$ cat src/rtl/riscv_memory_arbiter.sv
// riscv_memory_arbiter: shares one single-ported memory between the fetch port
// and the load/store port. Round-robin on ties, one access in flight at a time,
// with an optional bus-timeout watchdog.
module riscv_memory_arbiter #(
   parameter int ADDR_WIDTH     = 32,
   parameter int DATA_WIDTH     = 32,
   parameter int TIMEOUT_CYCLES = 16
) (
   input  logic                    clk,
   input  logic                    rst_n,
   input  logic                    instrReq,
   input  logic [ADDR_WIDTH-1:0]   instrAddress,
   output logic                    instrAck,
   output logic [DATA_WIDTH-1:0]   instrData,
   input  logic                    dataReq,
   input  logic                    dataWrite,
   input  logic [ADDR_WIDTH-1:0]   dataAddress,
   input  logic [DATA_WIDTH-1:0]   dataWriteData,
   input  logic [DATA_WIDTH/8-1:0] dataByteEnable,
   output logic                    dataAck,
   output logic [DATA_WIDTH-1:0]   dataReadData,
   output logic                    memRequest,
   output logic                    memWrite,
   output logic [ADDR_WIDTH-1:0]   memAddress,
   output logic [DATA_WIDTH-1:0]   memWriteData,
   output logic [DATA_WIDTH/8-1:0] memByteEnable,
   input  logic [DATA_WIDTH-1:0]   memReadData,
   input  logic                    memReady,
   output logic                    busError,
   output logic                    stall
);

   localparam int BE_WIDTH  = DATA_WIDTH / 8;
   localparam int CNT_WIDTH = (TIMEOUT_CYCLES > 2) ? $clog2(TIMEOUT_CYCLES) : 1;

   typedef enum logic [1:0] {IDLE, BUSY_INSTR, BUSY_DATA, DONE} state_t;
   typedef enum logic {GRANT_INSTR, GRANT_DATA} grant_t;

   state_t               state, next_state;
   grant_t               last_grant;
   logic [CNT_WIDTH-1:0] cnt;
   logic                 busy;
   logic                 timeout_hit;

   logic                  mem_request_d, mem_write_d;
   logic [ADDR_WIDTH-1:0] mem_address_d;
   logic [DATA_WIDTH-1:0] mem_write_data_d;
   logic [BE_WIDTH-1:0]   mem_byte_enable_d;
   logic                  instr_ack_d, data_ack_d, bus_error_d;
   logic [DATA_WIDTH-1:0] instr_data_d, data_read_data_d;

   assign busy        = (state == BUSY_INSTR) || (state == BUSY_DATA);
   assign timeout_hit = (TIMEOUT_CYCLES != 0) && (cnt == CNT_WIDTH'(TIMEOUT_CYCLES - 1));
   assign stall       = (instrReq & ~instrAck) | (dataReq & ~dataAck);

   // State register, round-robin history and watchdog counter
   always_ff @(posedge clk) begin
      if (!rst_n) begin
         state      <= IDLE;
         last_grant <= GRANT_INSTR;
         cnt        <= '0;
      end else begin
         state <= next_state;
         if (state == IDLE && next_state == BUSY_DATA)
            last_grant <= GRANT_DATA;
         else if (state == IDLE && next_state == BUSY_INSTR)
            last_grant <= GRANT_INSTR;
         if (busy && next_state == state)
            cnt <= cnt + 1'b1;
         else
            cnt <= '0;
      end
   end

   // Next-state decision: grant in IDLE, finish on ready or timeout
   always_comb begin
      next_state = state;
      case (state)
         IDLE: begin
            if (instrReq && dataReq)
               next_state = (last_grant == GRANT_INSTR) ? BUSY_DATA : BUSY_INSTR;
            else if (dataReq)
               next_state = BUSY_DATA;
            else if (instrReq)
               next_state = BUSY_INSTR;
         end
         BUSY_INSTR, BUSY_DATA: begin
            if (memReady || timeout_hit)
               next_state = DONE;
         end
         default: next_state = IDLE;
      endcase
   end

   // Output values for the next cycle; mem* hold while busy, acks default low
   always_comb begin
      mem_request_d     = memRequest;
      mem_write_d       = memWrite;
      mem_address_d     = memAddress;
      mem_write_data_d  = memWriteData;
      mem_byte_enable_d = memByteEnable;
      instr_ack_d       = 1'b0;
      data_ack_d        = 1'b0;
      bus_error_d       = 1'b0;
      instr_data_d      = instrData;
      data_read_data_d  = dataReadData;
      case (state)
         IDLE: begin
            if (next_state == BUSY_DATA) begin
               mem_request_d     = 1'b1;
               mem_write_d       = dataWrite;
               mem_address_d     = dataAddress;
               mem_write_data_d  = dataWriteData;
               mem_byte_enable_d = dataByteEnable;
            end else if (next_state == BUSY_INSTR) begin
               mem_request_d     = 1'b1;
               mem_write_d       = 1'b0;
               mem_address_d     = instrAddress;
               mem_write_data_d  = '0;
               mem_byte_enable_d = '1;
            end
         end
         BUSY_INSTR: begin
            if (next_state == DONE) begin
               mem_request_d = 1'b0;
               mem_write_d   = 1'b0;
               instr_ack_d   = 1'b1;
               bus_error_d   = !memReady;
               instr_data_d  = memReady ? memReadData : '0;
            end
         end
         BUSY_DATA: begin
            if (next_state == DONE) begin
               mem_request_d    = 1'b0;
               mem_write_d      = 1'b0;
               data_ack_d       = 1'b1;
               bus_error_d      = !memReady;
               data_read_data_d = (memReady && !memWrite) ? memReadData : '0;
            end
         end
         default: ;
      endcase
   end

   // Registered outputs
   always_ff @(posedge clk) begin
      if (!rst_n) begin
         memRequest    <= 1'b0;
         memWrite      <= 1'b0;
         memAddress    <= '0;
         memWriteData  <= '0;
         memByteEnable <= '0;
         instrAck      <= 1'b0;
         dataAck       <= 1'b0;
         busError      <= 1'b0;
         instrData     <= '0;
         dataReadData  <= '0;
      end else begin
         memRequest    <= mem_request_d;
         memWrite      <= mem_write_d;
         memAddress    <= mem_address_d;
         memWriteData  <= mem_write_data_d;
         memByteEnable <= mem_byte_enable_d;
         instrAck      <= instr_ack_d;
         dataAck       <= data_ack_d;
         busError      <= bus_error_d;
         instrData     <= instr_data_d;
         dataReadData  <= data_read_data_d;
      end
   end

endmodule

$ cat config.mk
export PLATFORM = sky130hd
export DESIGN_NAME = riscv_memory_arbiter
export DESIGN_NICKNAME = d
export VERILOG_FILES = /design/src/rtl/riscv_memory_arbiter.sv
export SDC_FILE = /design/constraint.sdc
export NUM_CORES = 1
export LEC_CHECK = 0
export CAP_MARGIN = 40
export CORE_ASPECT_RATIO = 0.75
export CORE_UTILIZATION = 45
export CTS_CLUSTER_SIZE = 40
export DETAILED_ROUTE_END_ITERATION = 10
export MAX_ROUTING_LAYER = met4
export PLACE_DENSITY = 0.9
export SETUP_SLACK_MARGIN = 0.05
export SYNTH_ARGS = -nofsm -noshare
export SYNTH_HDL_FRONTEND = slang
export SYNTH_SLANG_ARGS = --single-unit
$ cat constraint.sdc
create_clock -name clk -period 6.8 [get_ports clk]
set_input_delay 0.68 -clock clk [delete_from_list [all_inputs] [get_ports clk]]
set_output_delay 0.68 -clock clk [all_outputs]
set_load 0.01 [all_outputs]
==> impl_results.md <==
* CP startpoint kind: register
* CP max FO at 21
* GR Util All Layers at between 20 and 30%
* Cell count after placement at roughly 1000
* Met2 Track Usage GR at approximately 48%
* Setup_tns at 0 ps
* Sequential fraction of the synthesis area at around half
* Yosys warnings at 0
* Max Cap Viol at 0
* Multiplexer area fraction after synthesis at around 16%
* Dominant register cell in the synthesized netlist: dfxtp_1
* XOR/XNOR Fraction of Synth Area at under 10%
* RSZ-0062 raised after global routing: false
* Number of flops mapped to enable cells by yosys at 0
* Worst slew pin tran at a little under 700 ps
* Vias in the first global route at 5392
* Clock latency at the later pin of the worst-skew pair at approximately 420 ps
* Core area at roughly 13000 sq um
* RD Place Congestion at roughly 0.86
* CTS clk-pin slew, worst paths at 60 ps
* CTS Buf Count at 17
* Highest cell delay on the worst timing path at between 400 and 500 ps
* Critical path required time at 7080 ps
* PD cells at 396.6 nW/um^2
* HPWL after detailed placement at approximately 13 mm
* Netlist Area Pre-Place at roughly 6000 sq um
* Hold-fix buffers, CTS at 0
* Global routing usage on met1 at 29.96%
* Initial antenna violation count at 0
* Gr ovfl total at 0
* Clock sink count at about 140
* Row cnt at 36
* Post-synth cell types at 48
* Synthesized flop and latch total at ~140
* Non-Filler Instances at 1042
* Final Routed Wirelength at about 19 mm
* H-tree depth at 4
* Critical Path AT at roughly 3300 ps
* Status: completed
* Adder-Cell Fraction of Synth Area at roughly 1.0%
* Die Wd at about 140 um
* CP max-delay cell: ha_1
* Worst slack, placed at between 3000 and 4000 ps
* Avg Inst Size Synth at ~9.9 sq um
* Post-CTS Repair Setup Buffers at 0
* DR vias at between 5000 and 6000
* HP Class: register to register
* Root buf cell: clkbuf_16
* Share of layout cells above drive strength 1 at roughly 6.8%
* PortBufs at approximately 280
* Main combinational cell family by area after synthesis: compound AO/OA/AOI/OAI gates
* Final hold slack at about 450 ps
* Length of the first detailed-routing pass in iterations at 5
* Initial Utilization at between 40% and 50%
* FFs w/ async S/R, synth at 0%
* Final WS setup at 3773 ps
* Top Usage Layer GRT: met2
* Die area at between 10000 and 15000 sq um
* Crit-path cells: inv_1 -> ha_1 -> o21ai_1 -> o211a_1 -> nand3_2 -> buf_12 -> mux2i_1 -> o21ai_0
* Wire per inst at approximately 18 um
* Pleak at around 3.7 nW
* Drt drc at 0
* Fin. Hold Viols at 0
* Fillcell total at ~890
* 1st-iter DRT viols at ~250
* Post-route ant nets at 0
* Peak VDD IR at around 0.00032 V
* # nets final at about 1000
* Kind of critical path: register to register
* Cells after Synth at 604
* Io pins at 276
* Syn_nets at approximately 750
* Kind of end point of the critical path: register
* Clk_skew at about 11 ps
* Post-cts resize count at 0
* F_max at around 330 MHz
* First-pass GRT wire length at between 20 and 30 mm
* Via-per-instance ratio at around 5.4
* Final setup violation count at 0
* Antenna diodes at 0
* Slew Viols, Final at 0
* Synth Area in Compound Gates at 16.11%
* Final worst-path cycle share at 44.52%
* Die height at ~100 um
* Largest net degree at the start of global routing at 68
* Clock Path Buffers at 2
* Simple-gate portion of the synthesized area at 12.41%
* Commonest cells after routing, fill and taps aside: 274 x clkdlybuf4s50_1, 144 x dfxtp_1, 102 x nand2_1
* Met3 GRT Util at under 10%
* Crit path time final at 3027 ps
* Commonest non-fill, non-tap cell in the layout: clkdlybuf4s50_1
* Slew margin rel. at a little over half
* CTS tree: built
* Syn-to-layout area delta at 57.34%
## where the power goes
part | switching (mW) | internal (mW) | total, mW
logic | 0.902 | 0.781 | 1.68
clock network | 0.366 | 0.561 | 0.926
registers | 0.106 | 1.02 | 1.12
## stage by stage
stage | total power [mW] | util (%) | area [sq um]
5_1_grt | 3.920 | 72.54 | 9410
3_5_place_dp | 2.791 | 68.00 | 8821
2_1_floorplan | 2.143 | - | 5981
3_3_place_gp | 2.690 | 67.21 | 8718
6_report | 3.732 | 72.54 | 9410
4_1_cts | 3.739 | 72.54 | 9410
## cell usage after synthesis, types with 2 or more instances
| cell | n | area [sq um] |
|---|---|---|
| xnor2_1 | 4 | 35.03 |
| o21ai_1 | 10 | 50.05 |
| nand2b_1 | 2 | 12.51 |
| clkbuf_1 | 28 | 105.1 |
| inv_1 | 4 | 15.01 |
| nor2_1 | 4 | 15.01 |
| o211a_1 | 2 | 20.02 |
| buf_2 | 13 | 65.06 |
| buf_12 | 3 | 60.06 |
| o21ai_0 | 28 | 140.1 |
| nand4_1 | 4 | 25.02 |
| ha_1 | 5 | 62.56 |
| a21oi_1 | 9 | 45.04 |
| a22o_1 | 33 | 289.0 |
| mux2i_1 | 96 | 960.9 |
| o211ai_1 | 32 | 240.2 |
| nand2_1 | 102 | 382.9 |
| nand3b_1 | 2 | 15.01 |
| buf_4 | 7 | 52.55 |
| o22ai_1 | 5 | 31.28 |
| nand3_1 | 35 | 175.2 |
| and2_1 | 3 | 18.77 |
| o211ai_4 | 2 | 42.54 |
| nor3_1 | 4 | 20.02 |
| dfxtp_1 | 144 | 2883 |
## worst paths after layout
path	slack, ps	endpoint	from	cells after the start
max reg2reg	3770	memAddress[19]$_SDFFE_PN0P_	state[0]$_SDFF_PN0_	8
min	450	instrData[26]$_SDFFE_PN0P_	instrData[26]$_SDFFE_PN0P_	2
min reg2reg	450	instrData[26]$_SDFFE_PN0P_	instrData[26]$_SDFFE_PN0P_	2
max	3770	memAddress[19]$_SDFFE_PN0P_	state[0]$_SDFF_PN0_	8
## metal layers
layer,vias up,part of all wire (%)
met5,-,0
met4,0,2.4
met3,26,7.5
met2,229,51
met1,2651,40
li1,2681,-
## critical path, delay by kind of cell (launching register included)
family	cells	cell delay, ps
muxes	1	160
buffers and inverters	2	480
and+or+nand+nor	1	450
adders and majority gates	1	480
AOI/OAI and AO/OA	3	830
DFF	1	470
## flip-flops by register name, indices dropped and copies added, names as in the netlist, 2 cells and up
register,flops
cnt,4
dataReadData,32
instrData,32
memAddress,32
memByteEnable,4
memWriteData,32
state,2
## cells by family (layout without fill, tap and decap cells)
| kind of cell | Yosys count | after routing |
|---|---|---|
| multiplexers | 96 | 96 |
| flip-flops | 144 | 144 |
| adder cells (fa/ha/maj) | 5 | 5 |
| AND/OR/NAND/NOR | 166 | 166 |
| AO/OA/AOI/OAI | 131 | 131 |
| buffers and inverters | 56 | 323 |
| XOR/XNOR | 6 | 6 |
## cell type report
class | instances | area [sq um] | area share [%]
Clock buffer | 20 | 456.7 | 4.853
Clock inverter | 12 | 132.6 | 1.409
Timing Repair Buffer | 287 | 2913 | 30.95
Tap cell | 171 | 214.0 | 2.274
Inverter | 4 | 15.01 | 0.1596
Multi-Input combinational cell | 404 | 2796 | 29.72
Sequential cell | 144 | 2883 | 30.63
(Power assumes the default switching activity.)
